<file path="config.mk">
export PLATFORM = sky130hd
export DESIGN_NAME = twos_comp_serial_decoder
export DESIGN_NICKNAME = d
export VERILOG_FILES = /design/src/rtl/twos_comp_serial_decoder_pkg.sv /design/src/rtl/twos_comp_serial_decoder_fa_cell.sv /design/src/rtl/twos_comp_serial_decoder.sv
export SDC_FILE = /design/constraint.sdc
export NUM_CORES = 1
export LEC_CHECK = 0
export ABC_CLOCK_PERIOD_IN_PS = 2300
export CAP_MARGIN = 20
export CORE_MARGIN = 1.5
export CORE_UTILIZATION = 43
export CTS_CLUSTER_SIZE = 8
export DETAILED_ROUTE_END_ITERATION = 8
export PLACE_DENSITY = 0.72
export REMOVE_ABC_BUFFERS = 1
export SLEW_MARGIN = 5
export SYNTH_ARGS = -nofsm -noshare
export SYNTH_HDL_FRONTEND = slang
export SYNTH_HIERARCHICAL = 1
export SYNTH_SLANG_ARGS = --single-unit
</file>
<file path="constraint.sdc">
create_clock -name clk -period 2.3 [get_ports clk]
set_input_delay 0.23 -clock clk [delete_from_list [all_inputs] [get_ports clk]]
set_output_delay 0.23 -clock clk [all_outputs]
set_load 0.01 [all_outputs]
</file>
<file path="src/rtl/twos_comp_serial_decoder_pkg.sv">
// Shared types and sizing helpers for the bit-serial two's-complement decoder.
package twos_dec_pkg;

  // Controller states: wait for a word, walk its bits, present the result.
  typedef enum logic [1:0] {
    IDLE  = 2'd0,
    SHIFT = 2'd1,
    DONE  = 2'd2
  } state_e;

  localparam int DEFAULT_WIDTH = 4;

  // Bit-counter width; WIDTH >= 2 always gives at least one bit.
  function automatic int cnt_w(input int width);
    return $clog2(width);
  endfunction

endpackage

</file>
<file path="src/rtl/twos_comp_serial_decoder_fa_cell.sv">
// Single-bit full adder made of two half adders and an OR, the same cell
// the parallel complement encoder chains together.
module fa_cell (
  input  logic a,
  input  logic b,
  input  logic cin,
  output logic s,
  output logic cout
);

  logic ha0_s;
  logic ha0_c;
  logic ha1_c;

  // First half adder: a + b.
  assign ha0_s = a ^ b;
  assign ha0_c = a & b;

  // Second half adder folds in the carry; either half can produce carry-out.
  assign s     = ha0_s ^ cin;
  assign ha1_c = ha0_s & cin;
  assign cout  = ha0_c | ha1_c;

endmodule

</file>
<file path="src/rtl/twos_comp_serial_decoder.sv">
// Bit-serial two's-complement to sign/magnitude decoder.
// One full-adder cell plus a carry flop walk the operand LSB first over
// WIDTH cycles: magnitude = (x XOR sign) + sign, final carry dropped.
// Optional build macro TWOS_DEC_FAST_POS_EN: non-negative operands skip the
// serial walk and are presented one edge after acceptance.
module twos_comp_serial_decoder
  import twos_dec_pkg::*;
#(
  parameter int WIDTH = DEFAULT_WIDTH
) (
  input  logic             clk,
  input  logic             rst_n,
  input  logic             in_valid,
  output logic             in_ready,
  input  logic [WIDTH-1:0] in_data,
  output logic             out_valid,
  input  logic             out_ready,
  output logic             out_sign,
  output logic [WIDTH-1:0] out_mag
);

  localparam int CNT_W = cnt_w(WIDTH);
  localparam logic [CNT_W-1:0] LAST_BIT = CNT_W'(WIDTH - 1);

`ifdef TWOS_DEC_FAST_POS_EN
  localparam bit FAST_POS = 1'b1;
`else
  localparam bit FAST_POS = 1'b0;
`endif

  state_e           state_q,     state_d;
  logic [WIDTH-1:0] shreg_q,     shreg_d;
  logic [WIDTH-1:0] mag_q,       mag_d;
  logic             sign_q,      sign_d;
  logic             carry_q,     carry_d;
  logic [CNT_W-1:0] cnt_q,       cnt_d;
  logic             out_valid_q, out_valid_d;

  logic x_bit;
  logic fa_a;
  logic fa_s;
  logic fa_cout;

  // Current operand bit, conditionally inverted by the latched sign.
  assign x_bit = shreg_q[cnt_q];
  assign fa_a  = x_bit ^ sign_q;

  fa_cell u_fa (
    .a    (fa_a),
    .b    (1'b0),
    .cin  (carry_q),
    .s    (fa_s),
    .cout (fa_cout)
  );

  // Next-state logic for the controller, datapath and output registers.
  always_comb begin
    state_d     = state_q;
    shreg_d     = shreg_q;
    mag_d       = mag_q;
    sign_d      = sign_q;
    carry_d     = carry_q;
    cnt_d       = cnt_q;
    out_valid_d = out_valid_q;

    unique case (state_q)
      IDLE: begin
        if (in_valid) begin
          shreg_d = in_data;
          sign_d  = in_data[WIDTH-1];
          // Carry seeded with the sign supplies the "+1" for negatives.
          carry_d = in_data[WIDTH-1];
          cnt_d   = '0;
          mag_d   = '0;
          state_d = SHIFT;
          if (FAST_POS && !in_data[WIDTH-1]) begin
            // A non-negative word is already its own magnitude.
            mag_d       = in_data;
            sign_d      = 1'b0;
            carry_d     = 1'b0;
            state_d     = DONE;
            out_valid_d = 1'b1;
          end
        end
      end

      SHIFT: begin
        mag_d[cnt_q] = fa_s;
        carry_d      = fa_cout;
        if (cnt_q == LAST_BIT) begin
          // Last carry-out is dropped: -2^(W-1) maps to 2^(W-1) unsigned.
          cnt_d       = '0;
          state_d     = DONE;
          out_valid_d = 1'b1;
        end else begin
          cnt_d = cnt_q + CNT_W'(1);
        end
      end

      DONE: begin
        // Result holds until consumed; IDLE is always visited before the
        // next accept.
        if (out_ready) begin
          state_d     = IDLE;
          out_valid_d = 1'b0;
        end
      end

      default: begin
        state_d     = IDLE;
        out_valid_d = 1'b0;
      end
    endcase
  end

  // Control and result registers; reset discards any word in flight.
  always_ff @(posedge clk or negedge rst_n) begin
    if (!rst_n) begin
      state_q     <= IDLE;
      mag_q       <= '0;
      sign_q      <= 1'b0;
      carry_q     <= 1'b0;
      cnt_q       <= '0;
      out_valid_q <= 1'b0;
    end else begin
      state_q     <= state_d;
      mag_q       <= mag_d;
      sign_q      <= sign_d;
      carry_q     <= carry_d;
      cnt_q       <= cnt_d;
      out_valid_q <= out_valid_d;
    end
  end

  // Operand shift register; only read after a fresh load, so no reset.
  always_ff @(posedge clk) begin
    shreg_q <= shreg_d;
  end

  assign in_ready  = (state_q == IDLE);
  assign out_valid = out_valid_q;
  assign out_sign  = sign_q;
  assign out_mag   = mag_q;

endmodule

</file>
Word level (Yosys, flattened, before mapping). Cells that the tools add are included.

Add/sub/neg operators: 1. Magnitude comparators: 2. Equal/unequal tests: 6. Muxes and demuxes: 19. Bitwise logic cells: 4. Reduce and logical (&&, ||, !) cells: 7.

Operators by type and width (count): $mux 2 (5); $pmux 4 s2 (1); $ne 2x2->1 const B (3); $pmux 2 s3 (1); $reduce_and 3->1 (2); $mux 1 (5); $bwmux 4 (1); $eq 2x2->1 const B (2); $mux 4 (1); $pmux 2 s2 (1); $reduce_and 2->1 (2); $lt 2x3->1 const B (1); $pmux 1 s3 (1); $add 2x1->2 const B (1); $bmux 1 s2 (1); $demux 1 s2 (1); $eq 2x1->1 const B (1); $ge 2x1->1 const B (1); $logic_not 2->1 (1); $pmux 1 s2 (1); $reduce_bool 2->1 (1); $xor 1x1->1 (2); $and 1x1->1 (1); $logic_and 1x1->1 (1); $not 1->1 (1).

Bits in registers: 15. Input port bits: 8. Output and inout bits: 7. Word-level logic and storage cells: 46.

Depth between registers and ports, before layout. Gate-level depths: netlist (run 1).

Depth after elaboration: 6. Gate-level depth with buffers: 6. Depth with buffers taken out: 6.

Cells and area by module. Netlist (run 1), hierarchy kept.

By module, submodules not included: twos_comp_serial_decoder (instances 1, cells an instance 53, area an instance 703.2 sq um, sequential area each 395.4 sq um); fa_cell (instances 1, cells an instance 1, area an instance 20.0 sq um, sequential area each 0.0 sq um).

Worst setup path before layout (run 1). OpenSTA, ideal clock, no wires.

Kind: register to register. Start: register cnt_q[0]. End: register mag_q[3], in the netlist out_mag[3]. Setup time: 0.121 ns. Arrival time: 2.131 ns. Data required time: 2.179 ns. Slack: 0.048 ns. Cell stages (with the launch flop): 7. Buffers on the path: 0. Period minus slack after synthesis: 2.252 ns. Cell sequence: dfrtp_1 mux4_2 xor2_1 fa_1 nor2b_1 mux2_2 a22o_1.

Cells in the longest elaborated chain, start to end: 6. Elaborated cells between the ends (all ways): 11. Classes of those cells: 2 x order compare; 6 x mux; 2 x bitwise; 1 x reduce/logical.

Ends and longest elaborated chain: start, declared (line twos_comp_serial_decoder.sv:36) `logic [CNT_W-1:0] cnt_q, cnt_d;`; start signal, assigned (line twos_comp_serial_decoder.sv:130) `cnt_q <= cnt_d;`; $bmux 1 s2 (line twos_comp_serial_decoder.sv:45) `assign x_bit = shreg_q[cnt_q];`; $mux 1 (implied by the code) (line twos_comp_serial_decoder.sv:45); $xor 1x1->1 (line twos_comp_serial_decoder.sv:46) `assign fa_a = x_bit ^ sign_q;`; net fa_a (line twos_comp_serial_decoder.sv:40) `logic fa_a;`; $xor 1x1->1 (line twos_comp_serial_decoder_fa_cell.sv:20) `assign s = ha0_s ^ cin;`; net fa_s (line twos_comp_serial_decoder.sv:41) `logic fa_s;`; $bwmux 4 (line twos_comp_serial_decoder.sv:88) `mag_d[cnt_q] = fa_s;`; $pmux 4 s2 (line twos_comp_serial_decoder.sv:66) `unique case (state_q)`; end signal, assigned (line twos_comp_serial_decoder.sv:127) `mag_q <= mag_d;`; end, declared (line twos_comp_serial_decoder.sv:33) `logic [WIDTH-1:0] mag_q, mag_d;`.

The timed path passes the listed nets, and every way through them passes these cells. The select of a mux whose other input is x is not followed. A chain may end at the register's enable or synchronous reset.

Worst setup path in the final report (run 1). Same ends and word-level chain as after synthesis.

==> flow_metrics.tcl, run 1 <==
set metrics [dict create \
    status "complete, no violations" \
    placement.io_buffers 14 \
    layout_setup_ws_ns 0.0760 \
    timing.final.crit_share_pct 96.7 \
    wl_mm 1.20 \
    num_rows 14 \
    final_area_um2 917 \
    synthToLayoutAreaGrowth_pct 26.8 \
    layout-drive-gt1-share_pct 18.1 \
    synth.distinct_cells 22 \
    slowest_delay_ns 0.51 \
    yosys_warnings 6 \
    multiInputGateArea_um2 317 \
    dieArea_mm2 0.00194 \
    drtAntennaViolNets 0 \
    drt_iter0_markers 5 \
    post_drt_wl_per_cell_um 13.6 \
    critPathKind "reg -> reg" \
    syn_avg_cell_area_um2 13.4 \
    critical_path_buf_inv_count 0 \
    grt_pass1_wl_mm 2.10 \
    grt_antenna_before_repair 0 \
    arrival_ns 2.39 \
    ys_ff_latch 15 \
    post-cts-setup-buffer-count 0 \
    num-fill-cells 131 \
    fmax_mhz 450 \
    first_pass_iters 3 \
    synthArstFlopShare_pct 73.3 \
    grt_max_degree 12 \
    hold_violations 0 \
    regArea_um2 395 \
    diodes 0 \
    core_area_mm2 0.00154 \
    final_nets 86 \
    cts_made_buffers 3 \
    rsz0062_at_grt "yes" \
    cts_hold_buffers 0 \
    worstMarginPinSlew_ns 0.505 \
    crit_path_end_kind "flop" \
    slew_violations 0 \
    hpwl_um 848 \
    root_buffer "clkbuf_4" \
    ys_top_cells_by_count "dfrtp_1 (11), a22o_1 (6), edfxtp_1 (4), ha_1 (4), mux2_2 (4)" \
    stdcell_count 88 \
    synth_edf_count 4 \
    placed_area_um2 883 \
    setup_violations 0 \
    required_ns 2.47 \
    final.min_clock_period_ns 2.22 \
    first_global_vias 464 \
    cts_resized 0 \
    htree_num_levels 1 \
    p_leak_nw 0.396 \
    ios 15 \
    start_util_pct 46.9 \
    cp_slowest_cell "mux4_2" \
    clock_latency_ns 0.27 \
    cts_max_path_buffers 2 \
    critPathTopFamily "multiplexers" \
    pre_cts_ws_ns 0.0529 \
    crit_path_cell_trace "mux4_2 > xor2_1 > fa_1 > nor2b_4 > mux2_2 > a22o_1" \
    report.power.total_mw 1.30 \
    vias 479 \
    grt_use_total_pct 15.2 \
    synthFlopType "dfrtp_1" \
    gp_congestion 0.724 \
    fp.dieW_um 44.0 \
    placedCellCount 84 \
    gr-total-overflow 0 \
    clk_pin_slew_ns 0.09 \
    yosysTopAreaCellShare_pct 38.1 \
    syn-cell-area_um2 723 \
    power-per-cell-area_mw_per_mm2 1420 \
    critPathMaxFanout 4 \
    ys_seq_area_share_pct 54.7 \
    finClkSkew_ns 0.00234 \
    post-route-util_pct 59.5 \
    yosys-top-cells-area "dfrtp_1 (38%), edfxtp_1 (17%), a22o_1 (7.3%)" \
    peakVddDrop_mv 0.722 \
    drc_errors 0 \
    synthCells 54 \
    max_cap_violations 0 \
    worstSetupStartpointType "flop" \
    viasPerCell 5.44 \
    yosys.area.top_type "dfrtp_1" \
    relSlewSlack_pct 66.1 \
    cts_tree "done" \
    yosysMostFrequentCell "dfrtp_1" \
    clock_sinks 15 \
    hold_class "in -> async" \
    fp.dieH_um 44.0 \
]
==> where the power goes <==
group          total (mW)  internal (mW)  switching, mW  leakage [nW]
combinational       0.665          0.400          0.265         0.209
clock               0.145         0.0671         0.0783        0.0150
sequential          0.487          0.380          0.108         0.172
==> logic make-up (layout without fill, tap and decap cells) <==
| group | Yosys count | after routing | share of synthesized area (%) |
|---|---|---|---|
| flip-flops | 15 | 15 | 54.7 |
| other | 1 | 1 | 0.519 |
| buffers and inverters | 4 | 22 | 2.60 |
| AO/OA/AOI/OAI | 14 | 14 | 14.0 |
| adder cells (fa/ha/maj) | 5 | 5 | 9.69 |
| multiplexers | 6 | 6 | 11.4 |
| AND/OR/NAND/NOR | 8 | 8 | 5.88 |
| XOR/XNOR | 1 | 1 | 1.21 |
==> final timing paths <==
kind                         endpoint  startpoint  cells after the start  slack, ns
max                        out_mag[3]    cnt_q[0]                      6       0.08
min                        out_mag[2]       rst_n                      1       0.29
max reg2reg                out_mag[3]    cnt_q[0]                      6       0.08
min reg2reg                 out_valid   out_valid                      2       0.53
max in group asynchronous    cnt_q[0]       rst_n                      1       1.68
min in group clk           shreg_q[1]  in_data[1]                      1       0.51
==> worst register-to-register path: stages, from the launching register on <==
cell     delay [ns]
dfrtp_1        0.38
mux4_2         0.51
xor2_1         0.19
fa_1           0.45
nor2b_4        0.15
mux2_2         0.27
a22o_1         0.17
==> per-layer routing <==
layer / wire length, um / share of wire [%] / track usage [%]
met1: 581 / 48 / 21.2
met2: 534 / 44 / 21.5
met3: 66 / 5.5 / 4.90
met4: 18 / 1.5 / 7.27
met5: 0 / 0 / 0
==> layout make-up <==
class / count / share of cell area (%)
clock buffers: 4 / 2.86
inverters: 3 / 1.23
multi-input cells: 35 / 34.5
repair buffers: 15 / 16.1
well taps: 16 / 2.18
flip-flops and latches: 15 / 43.1
==> cells in the final DEF, fill, tap and decap left out <==
| cell type | n |
|---|---|
| and2_4 | 1 |
| buf_4 | 1 |
| edfxtp_1 | 4 |
| nand2_1 | 1 |
| inv_1 | 3 |
| nor2b_4 | 1 |
| o21ai_1 | 1 |
| conb_1 | 1 |
| a21oi_1 | 2 |
| xor2_1 | 1 |
| dfrtp_1 | 11 |
| o21ai_0 | 2 |
| a22o_1 | 6 |
| a22oi_1 | 1 |
| fa_1 | 1 |
| clkdlybuf4s50_1 | 14 |
| mux4_2 | 1 |
| clkbuf_4 | 3 |
| a22o_2 | 1 |
| mux2_4 | 1 |
| clkbuf_1 | 1 |
| mux2_2 | 4 |
| a31oi_1 | 1 |
| nor2b_1 | 2 |
| nor2_1 | 3 |
| ha_1 | 4 |
==> flip-flops by register name, indices dropped and copies added, names as in the netlist <==
signal / cells
cnt_q: 2
out_mag: 4
state_q: 2
out_sign: 1
out_valid: 1
shreg_q: 4
carry_q: 1
==> metrics by stage <==
| stage | hold WS [ns] | setup TNS (ns) |
|---|---|---|
| after global routing | 0.296 | -0.0266 |
| after floorplan | -0.0656 | 0 |
| after global placement | 0.497 | 0 |
| after detailed placement | 0.514 | 0 |
| after CTS | 0.300 | 0 |
| final | 0.286 | 0 |
No activity file was read; power rests on OpenSTA's default activity.
==> inputs of run 2 (changes only) <==
--- a/config.mk
+++ b/config.mk
@@ -13,7 +13,6 @@
 export DETAILED_ROUTE_END_ITERATION = 8
 export PLACE_DENSITY = 0.72
 export REMOVE_ABC_BUFFERS = 1
-export SLEW_MARGIN = 5
 export SYNTH_ARGS = -nofsm -noshare
 export SYNTH_HDL_FRONTEND = slang
 export SYNTH_HIERARCHICAL = 1
==> results of run 2 <==
The final DEF is identical to that of run 1; final timing and power are the same.
